`src/rtl/regfile_pkg.sv`:
```
// Shared constants, counter type and address-unpacking helper for the
// register file / scoreboard slice.
package regfile_pkg;

    localparam int XLEN_DEF   = 32;
    localparam int NREGS_DEF  = 32;
    localparam int PW_DEF     = 2;
    localparam int ZERO_REG   = 0;
    localparam int ADDR_MAX_W = 64;

    // Pending-write counter at the default width.
    typedef logic [PW_DEF-1:0] pend_t;

    // Extract the aw-bit address of read port k from a packed address bus.
    function automatic logic [ADDR_MAX_W-1:0] port_addr(
        input logic [ADDR_MAX_W-1:0] pk,
        input int                    k,
        input int                    aw
    );
        logic [ADDR_MAX_W-1:0] mask;
        mask = (ADDR_MAX_W'(1) << aw) - ADDR_MAX_W'(1);
        return (pk >> (k * aw)) & mask;
    endfunction

endpackage

```
`src/rtl/regfile_sb_if.sv`:
```
// Decode/writeback side bundle of the register file with scoreboard.
interface regfile_sb_if #(
    parameter int XLEN = 32,
    parameter int AW   = 5,
    parameter int NRD  = 2
);
    logic                WR_EN;
    logic [AW-1:0]       WR_ADDR;
    logic [XLEN-1:0]     WR_DATA;
    logic [NRD*AW-1:0]   RD_ADDR;
    logic [NRD*XLEN-1:0] RD_DATA;
    logic [NRD-1:0]      RD_BUSY;
    logic                ISSUE_EN;
    logic [AW-1:0]       ISSUE_ADDR;
    logic                ISSUE_READY;
    logic                ERR;

    modport master (
        output WR_EN, WR_ADDR, WR_DATA, RD_ADDR, ISSUE_EN, ISSUE_ADDR,
        input  RD_DATA, RD_BUSY, ISSUE_READY, ERR
    );

    modport slave (
        input  WR_EN, WR_ADDR, WR_DATA, RD_ADDR, ISSUE_EN, ISSUE_ADDR,
        output RD_DATA, RD_BUSY, ISSUE_READY, ERR
    );
endinterface

```
`src/rtl/regfile_pend_ctr.sv`:
```
// Per-register pending-write counter. The caller only raises inc when the
// reservation is accepted, so a full counter never sees inc without dec.
module regfile_pend_ctr #(
    parameter int PW = 2
) (
    input  logic          CLK,
    input  logic          RESET,
    input  logic          inc_i,
    input  logic          dec_i,
    output logic [PW-1:0] cnt_o,
    output logic          full_o,
    output logic          underflow_o
);
    logic [PW-1:0] cnt_q, cnt_d;

    // Next count: issue-only increments, writeback-only decrements (saturating at 0).
    always_comb begin
        cnt_d = cnt_q;
        if (inc_i && !dec_i)
            cnt_d = cnt_q + PW'(1);
        else if (dec_i && !inc_i && cnt_q != '0)
            cnt_d = cnt_q - PW'(1);
    end

    // Counter register with synchronous reset.
    always_ff @(posedge CLK) begin
        if (RESET) cnt_q <= '0;
        else       cnt_q <= cnt_d;
    end

    assign cnt_o       = cnt_q;
    assign full_o      = (cnt_q == '1);
    assign underflow_o = dec_i && !inc_i && (cnt_q == '0);
endmodule

```
`src/rtl/regfile_sb.sv`:
```
// Integer register file with NRD combinational read ports, one write port,
// optional writeback bypass and a per-register pending-write scoreboard.
module regfile_sb
    import regfile_pkg::*;
#(
    parameter int XLEN   = XLEN_DEF,
    parameter int NREGS  = NREGS_DEF,
    parameter int NRD    = 2,
    parameter int PW     = PW_DEF,
    parameter bit BYPASS = 1'b1
) (
    input logic          CLK,
    input logic          RESET,
    regfile_sb_if.slave  bus
);
    localparam int AW = $clog2(NREGS);
    localparam logic [AW-1:0] X0 = AW'(ZERO_REG);

    logic [XLEN-1:0] mem_q [NREGS];
    logic [PW-1:0]   cnt   [NREGS];
    logic [NREGS-1:0] full, uflow, inc, dec;
    logic            err_q, err_d;
    logic            wr_live;

    assign wr_live = bus.WR_EN && (bus.WR_ADDR != X0);

    // A same-cycle writeback to the reserved register frees a slot.
    assign bus.ISSUE_READY = (bus.ISSUE_ADDR == X0) || !full[bus.ISSUE_ADDR] ||
                             (wr_live && (bus.WR_ADDR == bus.ISSUE_ADDR));

    // x0 has no counter; tie its slot so shared index logic stays simple.
    assign cnt[0]   = '0;
    assign full[0]  = 1'b0;
    assign uflow[0] = 1'b0;
    assign inc[0]   = 1'b0;
    assign dec[0]   = 1'b0;

    for (genvar r = 1; r < NREGS; r++) begin : g_ctr
        assign inc[r] = bus.ISSUE_EN && bus.ISSUE_READY && (bus.ISSUE_ADDR == AW'(r));
        assign dec[r] = bus.WR_EN && (bus.WR_ADDR == AW'(r));
        regfile_pend_ctr #(.PW(PW)) u_ctr (
            .CLK         (CLK),
            .RESET       (RESET),
            .inc_i       (inc[r]),
            .dec_i       (dec[r]),
            .cnt_o       (cnt[r]),
            .full_o      (full[r]),
            .underflow_o (uflow[r])
        );
    end

    // Register storage; writes to x0 are dropped so it reads as zero forever.
    always_ff @(posedge CLK) begin
        if (RESET) begin
            for (int i = 0; i < NREGS; i++) mem_q[i] <= '0;
        end else if (wr_live) begin
            mem_q[bus.WR_ADDR] <= bus.WR_DATA;
        end
    end

    // Any writeback that finds nothing pending latches the error.
    always_comb err_d = err_q || (|uflow);

    // Sticky error flag, cleared only by reset.
    always_ff @(posedge CLK) begin
        if (RESET) err_q <= 1'b0;
        else       err_q <= err_d;
    end

    assign bus.ERR = err_q;

    for (genvar k = 0; k < NRD; k++) begin : g_rd
        logic [AW-1:0] a;
        logic          hit;
        assign a   = AW'(port_addr(ADDR_MAX_W'(bus.RD_ADDR), k, AW));
        assign hit = BYPASS && wr_live && (bus.WR_ADDR == a);
        assign bus.RD_DATA[k*XLEN +: XLEN] = (a == X0) ? '0 :
                                             hit       ? bus.WR_DATA : mem_q[a];
        // Busy unless the last outstanding write is landing right now.
        assign bus.RD_BUSY[k] = (a != X0) && (cnt[a] > PW'(hit));
    end
endmodule
```
`src/flat_wrapper.sv`:
```
// flat-port wrapper written by rule: the top's interface ports become plain ports
module regfile_sb_flat import regfile_pkg::*;
#(
    parameter int XLEN   = XLEN_DEF,
    parameter int NREGS  = NREGS_DEF,
    parameter int NRD    = 2,
    parameter int PW     = PW_DEF,
    parameter bit BYPASS = 1'b1
)
  (CLK, RESET, bus_WR_EN, bus_WR_ADDR, bus_WR_DATA, bus_RD_ADDR, bus_ISSUE_EN, bus_ISSUE_ADDR, bus_RD_DATA, bus_RD_BUSY, bus_ISSUE_READY, bus_ERR);
  regfile_sb_if #(.XLEN(XLEN), .NRD(NRD)) bus_i ();
  input logic CLK;
  input logic RESET;
  input wire logic [$bits(bus_i.WR_EN)-1:0] bus_WR_EN;
  input wire logic [$bits(bus_i.WR_ADDR)-1:0] bus_WR_ADDR;
  input wire logic [$bits(bus_i.WR_DATA)-1:0] bus_WR_DATA;
  input wire logic [$bits(bus_i.RD_ADDR)-1:0] bus_RD_ADDR;
  input wire logic [$bits(bus_i.ISSUE_EN)-1:0] bus_ISSUE_EN;
  input wire logic [$bits(bus_i.ISSUE_ADDR)-1:0] bus_ISSUE_ADDR;
  output wire logic [$bits(bus_i.RD_DATA)-1:0] bus_RD_DATA;
  output wire logic [$bits(bus_i.RD_BUSY)-1:0] bus_RD_BUSY;
  output wire logic [$bits(bus_i.ISSUE_READY)-1:0] bus_ISSUE_READY;
  output wire logic [$bits(bus_i.ERR)-1:0] bus_ERR;
  assign bus_i.WR_EN = bus_WR_EN;
  assign bus_i.WR_ADDR = bus_WR_ADDR;
  assign bus_i.WR_DATA = bus_WR_DATA;
  assign bus_i.RD_ADDR = bus_RD_ADDR;
  assign bus_i.ISSUE_EN = bus_ISSUE_EN;
  assign bus_i.ISSUE_ADDR = bus_ISSUE_ADDR;
  assign bus_RD_DATA = bus_i.RD_DATA;
  assign bus_RD_BUSY = bus_i.RD_BUSY;
  assign bus_ISSUE_READY = bus_i.ISSUE_READY;
  assign bus_ERR = bus_i.ERR;
  regfile_sb #(.XLEN(XLEN), .NREGS(NREGS), .NRD(NRD), .PW(PW), .BYPASS(BYPASS)) u_core (.CLK(CLK), .RESET(RESET), .bus(bus_i));
endmodule
```
`config.mk`:
```
export PLATFORM = sky130hd
export DESIGN_NAME = regfile_sb_flat
export DESIGN_NICKNAME = d
export VERILOG_FILES = /design/src/rtl/regfile_pkg.sv /design/src/rtl/regfile_sb_if.sv /design/src/rtl/regfile_pend_ctr.sv /design/src/rtl/regfile_sb.sv /design/src/flat_wrapper.sv
export SDC_FILE = /design/constraint.sdc
export NUM_CORES = 2
export LEC_CHECK = 0
export BUFFER_PORTS_ARGS = -buffer_cell sky130_fd_sc_hd__buf_2
export CORE_MARGIN = 5
export CORE_UTILIZATION = 29
export DETAILED_ROUTE_END_ITERATION = 7
export PLACE_DENSITY = 0.48
export SLEW_MARGIN = 20
export SYNTH_ARGS = -nofsm -noshare
export SYNTH_HDL_FRONTEND = slang
export SYNTH_SLANG_ARGS = --single-unit
```
`constraint.sdc`:
```
create_clock -name CLK -period 4.74 [get_ports CLK]
set_clock_uncertainty 0.2 [all_clocks]
set_input_delay 0.948 -clock CLK [delete_from_list [all_inputs] [get_ports CLK]]
set_output_delay 0.948 -clock CLK [all_outputs]
set_load 0.05 [all_outputs]
```
==> results.yml <==
die:
  start_util_pct: 29.2
  die-area_um2: 218000
  die_h_um: 467
  core_um2: 207000
  die_width_um: 467
  io_pins: 124
  num_rows: 167
final_layout:
  area_delta_synth_final_pct: 18.5
  drive_gt1_share_pct: 30.5
  nets: 4302
  design_area_um2: 71700
  fin_util_pct: 34.6
critical_path:
  crit_chain: "buf_8 > buf_4 > xor2_1 > nor4_1 > nand3_4 > buf_12 > buf_4 > a211oi_1 > buf_4 > buf_12"
  crit_top_cell: "buf_4"
  rr_endpoint: "u_core.bus.ERR"
  slowest_stage: "nor4_1"
  crit_required_ns: 3.59
  slowest_delay_ns: 0.48
  cp-startpoint: "bus_RD_ADDR[5]"
  arrival_ns: 3.57
  crit_fanout: 21
  criticalPathCategory: "primary input to primary output"
  end_kind: "primary output"
  reg2reg_slack_ns: 1.43
  r2r_start: "u_core.g_ctr[27].u_ctr.cnt_o[0]"
  rr_worst_depth: 8
  cp-start-kind: "primary input"
timing:
  fin_crit_sh_pct: 99.5
  setup_ws_ns: 0.0222
  worstMarginPinSlew_ns: 1.20
  rsz0062_at_grt: "false"
  finalSetupViolations: 0
  hold_viol_final: 0
  relSlewSlack_pct: 19.7
  period_minus_slack_ns: 4.72
  slew_violations: 0
  max_clock_freq_mhz: 212
power:
  switchingPower_mw: 6.88
  p_leak_nw: 24.2
  combPwrFrac_pct: 15.9
  swShare_pct: 27.3
  power_mw: 25.2
  sequentialPowerShare_pct: 44.8
  peakVddDrop_mv: 0.384
  internal_power_mw: 18.3
  p_per_area_nw_per_um2: 352
  pwr-share-clk_pct: 39.4
placed_design:
  dp_slack_ns: -0.144
  post_dp_cell_area_um2: 67400
  dpl.hpwl_mm: 141
  place_congestion: 0.864
  io_buffers: 123
clock_tree:
  cts_sinks: 1087
  cts_root_buf: "clkbuf_16"
  cts_max_path_buffers: 3
  clock_latency_ns: 0.76
  h-tree-depth: 4
  clkTransAtPathRegs_ns: 0.06
  numCtsBuffers: 130
  cts_tree: "done"
synthesis:
  synth_largest_area_cell: "edfxtp_1"
  synth.avg_cell_area_um2: 14.7
  synthCells: 4106
  syn_area_um2: 60500
  synth_edf_count: 1024
  synth_area_leaders: "edfxtp_1, mux4_2, and2_1"
  synth_top_area_share_pct: 50.8
  ys_types: 72
  yosysMostFrequentCell: "edfxtp_1"
  ys_seq_area_share_pct: 52.9
  ys_async_sr_fraction_pct: 0
  synth_ff_type: "edfxtp_1"
  synth_common_cells: "edfxtp_1, and2_1, mux4_2"
  yosysWarnings: 0
  synth-seq-cells: 1087
global_routing:
  grt_usage_pct: 21.9
  grt_pass1_wl_mm: 335
  antenna_found_initial: 30
  grt_pass1_vias: 39800
  overflow: 0
  grt_start_max_net_pins: 129
drt:
  routedWlPerCell_um: 34.0
  drt_wl_total_mm: 243
  drcViolationCount: 0
  drtIter0Drc: 5871
  vias: 40100
  dr.pass1.iters: 6
  vias_per_cell: 5.60
  ant_nets: 0
run:
  cap_violations: 0
hold_path:
  worstHoldStart: "u_core.g_ctr[30].u_ctr.cnt_o[1]"
  worstHoldPathType: "flip-flop to flip-flop"
  min_to: "u_core.g_ctr[30].u_ctr.cnt_o[1]"
  min_path_cells: 2
outcome:
  status: "finished clean"
[layout by cell type (no fill, tap or decap), types with 8 or more instances in the layout]
cell	n
diode_2	15
a211oi_2	11
a22o_1	9
clkinv_1	32
mux4_2	631
buf_4	187
buf_12	141
nor2_1	139
o31a_1	8
nor3_1	36
nor2b_1	53
or2_4	25
clkinv_2	20
buf_2	59
or2_2	9
a211oi_1	140
clkbuf_16	131
inv_1	11
clkbuf_1	24
nor2_4	32
a21oi_1	82
o21a_1	26
mux2i_1	115
conb_1	32
dfxtp_1	63
nand2_1	48
and2_1	1003
edfxtp_1	1024
nand2b_1	31
nor4_1	16
a31oi_1	8
nand3_1	25
o21ai_0	32
[metal layers]
layer / wire [µm] / track usage, % / share of wire [%] / vias up
li1: - / - / - / 16200
met1: 104000 / 31.3 / 43 / 21500
met2: 113000 / 34.5 / 47 / 2043
met3: 19800 / 4.03 / 8.2 / 317
met4: 5480 / 5.61 / 2.3 / 0
met5: 0 / 0 / 0 / -
[layout make-up]
type	instances	area, µm²
fillers	19800	136000
clock buffers	158	3410
flip-flops and latches	1087	32000
clock inverters	78	716
inverters	11	41.3
repair buffers	399	4750
diodes	15	37.5
well taps	2788	3490
multi-input cells	2615	27200
[power by group through the flow]
stage	clock network, mW	registers, mW	logic, mW
finish	9.92	11.3	4.00
floorplan	0	11.3	2.25
detailed placement	0	11.5	3.99
global route	10.5	11.3	4.15
CTS	10.1	11.3	4.02
global placement	0	11.5	3.99
[metrics by stage]
stage	hold WS (ns)	TNS, ns	std cells
3_5_place_dp	0.333	-0.199	6898
5_1_grt	0.380	0	7139
2_1_floorplan	0.285	-1.23	4137
4_1_cts	0.345	0	7136
6_report	0.343	0	7151
3_3_place_gp	0.321	-0.323	6898
[worst max-delay path by stage]
stage                       to  depth (start not counted)
4_1_cts        bus_RD_DATA[53]                          8
6_report       bus_RD_DATA[37]                         10
5_1_grt        bus_RD_DATA[34]                         10
3_3_place_gp   bus_RD_DATA[33]                         11
3_5_place_dp   bus_RD_DATA[33]                         11
2_1_floorplan   bus_RD_BUSY[1]                          9
[state kept, by name (all words and copies together), names as in the netlist]
register / cells
u_core.bus.ERR: 1
u_core.g_ctr.u_ctr.cnt_o: 62
u_core.mem_q: 1024
[timing repair]
action / in CTS / in global routing
hold buffers: 0 / 0
gates cloned: 2 / 0
setup endpoints to repair: 6 / 4
setup buffers: 0 / 0
gates resized for setup: 6 / 4
[worst max-delay path, delay by kind of cell]
family | cells | cell delay, ns
xor+xnor | 1 | 0.10
compound gates | 1 | 0.44
simple gates | 2 | 0.66
buf+inv | 6 | 1.31
[logic make-up (layout without fill, tap and decap cells)]
| logic type | after synthesis | count (layout) | synth area share, % |
|---|---|---|---|
| compound gates | 360 | 360 | 4.13 |
| other cells | 1 | 47 | 0.00620 |
| buf+inv | 435 | 646 | 2.96 |
| flops | 1087 | 1087 | 52.9 |
| xor+xnor | 15 | 15 | 0.273 |
| fa+ha+maj | 2 | 2 | 0.0414 |
| mux | 751 | 751 | 25.5 |
| simple gates | 1455 | 1455 | 14.2 |
Note: power is estimated with default switching activity, not from simulation.
